$ cat config.mk
export PLATFORM = sky130hd
export DESIGN_NAME = uart_core
export DESIGN_NICKNAME = d
export VERILOG_FILES = /design/src/rtl/uart_core.sv
export SDC_FILE = /design/constraint.sdc
export NUM_CORES = 1
export LEC_CHECK = 0
export ABC_AREA = 1
export CAP_MARGIN = 15
export CORE_MARGIN = 3
export CORE_UTILIZATION = 30
export DETAILED_ROUTE_END_ITERATION = 10
export PLACE_DENSITY_LB_ADDON = 0.05
export SYNTH_ARGS = -nofsm -noshare
export SYNTH_HDL_FRONTEND = slang
export SYNTH_SLANG_ARGS = --single-unit
$ cat constraint.sdc
create_clock -name i_clk -period 2.15 [get_ports i_clk]
set_input_delay 0.215 -clock i_clk [delete_from_list [all_inputs] [get_ports i_clk]]
set_output_delay 0.215 -clock i_clk [all_outputs]
set_load 0.02 [all_outputs]
$ cat src/rtl/uart_core.sv
// UART with a shared 16x oversampling tick generator, an independent TX and RX, and LSB-first 8N1 framing.
// Define UART_PARITY_EN to add an even-parity bit before the stop bit and the o_rx_parity_err port.
module uart_core #(
  parameter int NB_DATA          = 8,
  parameter int NCYCLES_PER_TICK = 163
) (
  input  logic               i_clk,
  input  logic               i_reset,
  input  logic [NB_DATA-1:0] i_tx_data,
  input  logic               i_tx_start,
  output logic               o_tx,
  output logic               o_tx_done,
  input  logic               i_rx,
  output logic [NB_DATA-1:0] o_rx_data,
  output logic               o_rx_done,
`ifdef UART_PARITY_EN
  output logic               o_rx_parity_err,
`endif
  output logic               o_tick
);

  localparam int CW = (NCYCLES_PER_TICK > 1) ? $clog2(NCYCLES_PER_TICK) : 1;
  localparam int BW = (NB_DATA > 1) ? $clog2(NB_DATA) : 1;
  localparam logic [CW-1:0] CNT_LAST = CW'(NCYCLES_PER_TICK - 1);
  localparam logic [BW-1:0] BIT_LAST = BW'(NB_DATA - 1);

  typedef enum logic [2:0] {S_IDLE, S_START, S_DATA, S_PAR, S_STOP} state_e;

  // ---------------- tick generator ----------------
  logic [CW-1:0] cnt_q, cnt_d;
  logic          tick;

  assign tick   = (cnt_q == CNT_LAST);
  assign cnt_d  = tick ? '0 : cnt_q + CW'(1);
  assign o_tick = tick;

  always_ff @(posedge i_clk or negedge i_reset) begin
    if (!i_reset) cnt_q <= '0;
    else          cnt_q <= cnt_d;
  end

  // ---------------- transmitter ----------------
  state_e               tx_state_q, tx_state_d;
  logic [3:0]           tx_tcnt_q, tx_tcnt_d;
  logic [BW-1:0]        tx_bcnt_q, tx_bcnt_d;
  logic [NB_DATA-1:0]   tx_sh_q, tx_sh_d;
  logic                 tx_done_q, tx_done_d;
  logic                 tx_blast;
`ifdef UART_PARITY_EN
  logic                 tx_par_q, tx_par_d;
`endif

  assign tx_blast = tick && (tx_tcnt_q == 4'd15);

  always_comb begin
    tx_state_d = tx_state_q;
    tx_tcnt_d  = tx_tcnt_q;
    tx_bcnt_d  = tx_bcnt_q;
    tx_sh_d    = tx_sh_q;
    tx_done_d  = 1'b0;
`ifdef UART_PARITY_EN
    tx_par_d   = tx_par_q;
`endif
    // The 4-bit tick counter wraps 15->0 on its own, so every bit is 16 ticks.
    if (tx_state_q != S_IDLE && tick) tx_tcnt_d = tx_tcnt_q + 4'd1;
    case (tx_state_q)
      S_IDLE: if (i_tx_start) begin
        tx_sh_d    = i_tx_data;
        tx_tcnt_d  = '0;
        tx_bcnt_d  = '0;
`ifdef UART_PARITY_EN
        tx_par_d   = ^i_tx_data;
`endif
        tx_state_d = S_START;
      end
      S_START: if (tx_blast) tx_state_d = S_DATA;
      S_DATA: if (tx_blast) begin
        tx_sh_d   = tx_sh_q >> 1;
        tx_bcnt_d = tx_bcnt_q + BW'(1);
        if (tx_bcnt_q == BIT_LAST) begin
`ifdef UART_PARITY_EN
          tx_state_d = S_PAR;
`else
          tx_state_d = S_STOP;
`endif
        end
      end
      S_PAR:  if (tx_blast) tx_state_d = S_STOP;
      S_STOP: if (tx_blast) begin
        tx_state_d = S_IDLE;
        tx_done_d  = 1'b1;
      end
      default: tx_state_d = S_IDLE;
    endcase
  end

  always_comb begin
    o_tx = 1'b1;
    case (tx_state_q)
      S_START: o_tx = 1'b0;
      S_DATA:  o_tx = tx_sh_q[0];
`ifdef UART_PARITY_EN
      S_PAR:   o_tx = tx_par_q;
`endif
      default: o_tx = 1'b1;
    endcase
  end

  always_ff @(posedge i_clk or negedge i_reset) begin
    if (!i_reset) begin
      tx_state_q <= S_IDLE;
      tx_tcnt_q  <= '0;
      tx_bcnt_q  <= '0;
      tx_sh_q    <= '0;
      tx_done_q  <= 1'b0;
`ifdef UART_PARITY_EN
      tx_par_q   <= 1'b0;
`endif
    end else begin
      tx_state_q <= tx_state_d;
      tx_tcnt_q  <= tx_tcnt_d;
      tx_bcnt_q  <= tx_bcnt_d;
      tx_sh_q    <= tx_sh_d;
      tx_done_q  <= tx_done_d;
`ifdef UART_PARITY_EN
      tx_par_q   <= tx_par_d;
`endif
    end
  end

  assign o_tx_done = tx_done_q;

  // ---------------- receiver ----------------
  logic [1:0]           sync_q;
  logic                 rx_s;
  state_e               rx_state_q, rx_state_d;
  logic [3:0]           rx_tcnt_q, rx_tcnt_d;
  logic [BW-1:0]        rx_bcnt_q, rx_bcnt_d;
  logic [NB_DATA-1:0]   rx_sh_q, rx_sh_d;
  logic [NB_DATA-1:0]   rx_data_q, rx_data_d;
  logic                 rx_done_q, rx_done_d;
  logic                 rx_blast, rx_mid;
`ifdef UART_PARITY_EN
  logic                 rx_pbad_q, rx_pbad_d;
  logic                 rx_perr_q, rx_perr_d;
`endif

  assign rx_s     = sync_q[1];
  assign rx_blast = tick && (rx_tcnt_q == 4'd15);
  assign rx_mid   = tick && (rx_tcnt_q == 4'd7);

  always_comb begin
    rx_state_d = rx_state_q;
    rx_tcnt_d  = rx_tcnt_q;
    rx_bcnt_d  = rx_bcnt_q;
    rx_sh_d    = rx_sh_q;
    rx_data_d  = rx_data_q;
    rx_done_d  = 1'b0;
`ifdef UART_PARITY_EN
    rx_pbad_d  = rx_pbad_q;
    rx_perr_d  = 1'b0;
`endif
    if (rx_state_q != S_IDLE && tick) rx_tcnt_d = rx_tcnt_q + 4'd1;
    case (rx_state_q)
      S_IDLE: if (!rx_s) begin
        rx_tcnt_d  = '0;
        rx_state_d = S_START;
      end
      // Re-centre on the start bit so later samples land mid-bit.
      S_START: if (rx_mid) begin
        rx_tcnt_d  = '0;
        rx_bcnt_d  = '0;
        rx_state_d = rx_s ? S_IDLE : S_DATA;
      end
      S_DATA: if (rx_blast) begin
        rx_sh_d   = {rx_s, rx_sh_q[NB_DATA-1:1]};
        rx_bcnt_d = rx_bcnt_q + BW'(1);
        if (rx_bcnt_q == BIT_LAST) begin
`ifdef UART_PARITY_EN
          rx_state_d = S_PAR;
`else
          rx_state_d = S_STOP;
`endif
        end
      end
`ifdef UART_PARITY_EN
      S_PAR: if (rx_blast) begin
        rx_pbad_d  = rx_s ^ (^rx_sh_q);
        rx_state_d = S_STOP;
      end
`endif
      S_STOP: if (rx_blast) begin
        rx_state_d = S_IDLE;
        if (rx_s) begin
`ifdef UART_PARITY_EN
          if (rx_pbad_q) rx_perr_d = 1'b1;
          else begin
            rx_data_d = rx_sh_q;
            rx_done_d = 1'b1;
          end
`else
          rx_data_d = rx_sh_q;
          rx_done_d = 1'b1;
`endif
        end
      end
      default: rx_state_d = S_IDLE;
    endcase
  end

  always_ff @(posedge i_clk or negedge i_reset) begin
    if (!i_reset) begin
      sync_q     <= 2'b11;
      rx_state_q <= S_IDLE;
      rx_tcnt_q  <= '0;
      rx_bcnt_q  <= '0;
      rx_sh_q    <= '0;
      rx_data_q  <= '0;
      rx_done_q  <= 1'b0;
`ifdef UART_PARITY_EN
      rx_pbad_q  <= 1'b0;
      rx_perr_q  <= 1'b0;
`endif
    end else begin
      sync_q     <= {sync_q[0], i_rx};
      rx_state_q <= rx_state_d;
      rx_tcnt_q  <= rx_tcnt_d;
      rx_bcnt_q  <= rx_bcnt_d;
      rx_sh_q    <= rx_sh_d;
      rx_data_q  <= rx_data_d;
      rx_done_q  <= rx_done_d;
`ifdef UART_PARITY_EN
      rx_pbad_q  <= rx_pbad_d;
      rx_perr_q  <= rx_perr_d;
`endif
    end
  end

  assign o_rx_data = rx_data_q;
  assign o_rx_done = rx_done_q;
`ifdef UART_PARITY_EN
  assign o_rx_parity_err = rx_perr_q;
`endif

endmodule

==> results_dict.tcl <==
set metrics [dict create \
    status "finished clean" \
    period_minus_slack_ps 1918 \
    synthCells 337 \
    worstPathArrival_ps 1700 \
    cts_buffers 5 \
    hp-start "i_rx" \
    syn_nets 357 \
    cp-startpoint "tx_state_q[1]" \
    required_ps 1930 \
    finalSetupViolations 0 \
    start_util_pct 31.04 \
    crit_top_cell "inv_2" \
    fin_worst_skew_ps 12.42 \
    grt_pass1_wl_mm 9.011 \
    gp_congestion 0.8015 \
    drc 0 \
    drv_slew 0 \
    r2r-start "cnt_q[0]" \
    track_usage_pct 11.08 \
    boundaryPins 24 \
    cts_tree "done" \
    antenna_left 0 \
    die-area_um2 10250 \
    cap_viol_max_count 0 \
    die_h_um 101.2 \
    cts.sinks 56 \
    place_area_um2 3087 \
    cp-start-kind "flip-flop" \
    irDropWorstVdd_v 0.0004631 \
    htree_levels 2 \
    max_freq_mhz 521.4 \
    synthTopCellsByCount "110 x nand2_1, 54 x dfrtp_1, 51 x inv_1" \
    synthFlopType "dfrtp_1" \
    fp.coreArea_um2 8763 \
    cp-end-kind "output pin" \
    synth_top_area_cell "dfrtp_1" \
    synthArstFlopShare_pct 100.0 \
    crit_path_top_delay_cell "clkdlybuf4s50_1" \
    drt_iter0_drc 34 \
    std_cell_rows 34 \
    hold_violations 0 \
    wl_per_cell_um 10.89 \
    first_pass_iters 4 \
    vias 2009 \
    area_delta_synth_final_pct 18.03 \
    synth_top_area_share_pct 49.68 \
    yosys-top-cells-area "dfrtp_1 50%, nand2_1 15%, inv_1 7.0%, nand3_1 4.0%, ha_1 3.7%" \
    grt_max_degree 57 \
    viasPerCell 4.221 \
    p_leak_nw 1.699 \
    hpwlAfterDp_mm 3.755 \
    yosysWarnings 0 \
    path_max_fanout 4 \
    clkLatencyLatePin_ps 310 \
    r2r_slack_ps 340 \
    final_core_utilization_pct 36.64 \
    cts_setup_buffers 0 \
    io_buffers 23 \
    critical_path_class "reg -> out" \
    slew_headroom_pct 78.73 \
    ys_seq_elements 56 \
    drive_gt1_share_pct 9.239 \
    design_area_um2 3211 \
    clk_pin_slew_ps 100 \
    ys_types 26 \
    rsz0062_at_grt "false" \
    grt_pass1_vias 1964 \
    diodes 0 \
    antenna_found_initial 0 \
    synth_most_common_cell "nand2_1" \
    synth_seq_area_share_pct 51.61 \
    synth-edff-count 0 \
    dieWidth_um 101.2 \
    clock-root-buffer "clkbuf_8" \
    routed_wl_mm 5.185 \
    cts_buffer_depth 2 \
    crit_chain "inv_2, nor2_2, nand2_2, inv_2, a21oi_1, clkdlybuf4s50_1" \
    period_share_pct 89.20 \
    power.density_nw_per_um2 743.1 \
    hold_class "in -> reg" \
    worstMarginPinSlew_ps 317.9 \
    syn_avg_cell_area_um2 8.072 \
    grt-ovfl-total 0 \
    finalSetupTns_ps 0 \
    synth_area_um2 2720 \
    critPathMaxStageDelay_ps 620 \
    nets 387 \
]
through the flow:
stage                     power (mW)  cells  hold slack, ps  setup slack (ps)
final                          2.386    476           352.3             232.1
after detailed placement       1.701    467           247.2             280.1
after global routing           2.554    476           328.3             99.78
after global placement         1.700    467           248.7             309.2
after floorplan                1.556    337          -80.59             673.9
after CTS                      2.442    476           334.7             193.6
flip-flops by register name, indices dropped and copies added (netlist names):
signal	count
rx_state_q	3
sync_q	2
o_rx_done	1
tx_tcnt_q	4
tx_state_q	3
o_rx_data	8
cnt_q	8
tx_bcnt_q	3
tx_sh_q	8
rx_bcnt_q	3
rx_tcnt_q	4
rx_sh_q	8
o_tx_done	1
report_power, final:
group          internal (mW)  switching, mW
clock network          0.352          0.365
logic                  0.171          0.305
registers               1.15         0.0442
total                   1.67          0.714
worst max-delay path, delay by kind of cell (launching register included):
kind | cells | cell delay [ps]
buffers and inverters | 3 | 740
flip-flops | 1 | 430
AO/OA/AOI/OAI | 1 | 120
AND/OR/NAND/NOR | 2 | 110
final timing paths:
path	to	depth (start not counted)
min in group asynchronous	o_rx_done	3
worst max register to register	tx_sh_q[7]	10
worst min register to register	sync_q[1]	0
max in group asynchronous	sync_q[1]	3
worst min-delay path	sync_q[0]	1
worst max-delay path	o_tx	6
layer usage:
metal  vias to the layer above  track usage (%)  wire length, um
met5                         -                0                0
met1                       886            15.68             2705
met2                        19            16.95             2273
met3                         5            2.410              155
met4                         0            3.374               50
li1                       1099                -                -
logic make-up after synthesis:
kind of cell / Yosys count / share of synthesized area, %
xor+xnor: 5 / 1.610
fa+ha+maj: 8 / 3.680
compound gates: 35 / 6.716
simple gates: 170 / 26.82
mux: 1 / 0.3680
buf+inv: 62 / 9.199
flops: 56 / 51.61
cell usage in the layout, fill, tap and decap left out, types with 6 or more instances in the layout:
master	instances
nand2_1	110
dfrtp_1	54
inv_1	51
nand3_1	22
nor2_1	21
clkdlybuf4s50_1	21
o21ai_0	20
o21ai_1	8
ha_1	8
inv_2	6
area by class of cell:
cell class                 count  area (um2)
clock buffer                   5       68.82
clock inverter                 3       46.29
fill                         936        5553
inverter                      57       214.0
multi-input combinational    219        1066
sequential                    56        1404
tap                          108       135.1
timing repair buffer          28       276.5
repair_timing:
item / 4_1_cts / 5_1_grt
endpoints found under the hold margin: 54 / 0
hold buffers: 1 / 0
setup endpoints to repair: 1 / 0
resized for setup: 1 / 0
Note: power is estimated with default switching activity, not from simulation.
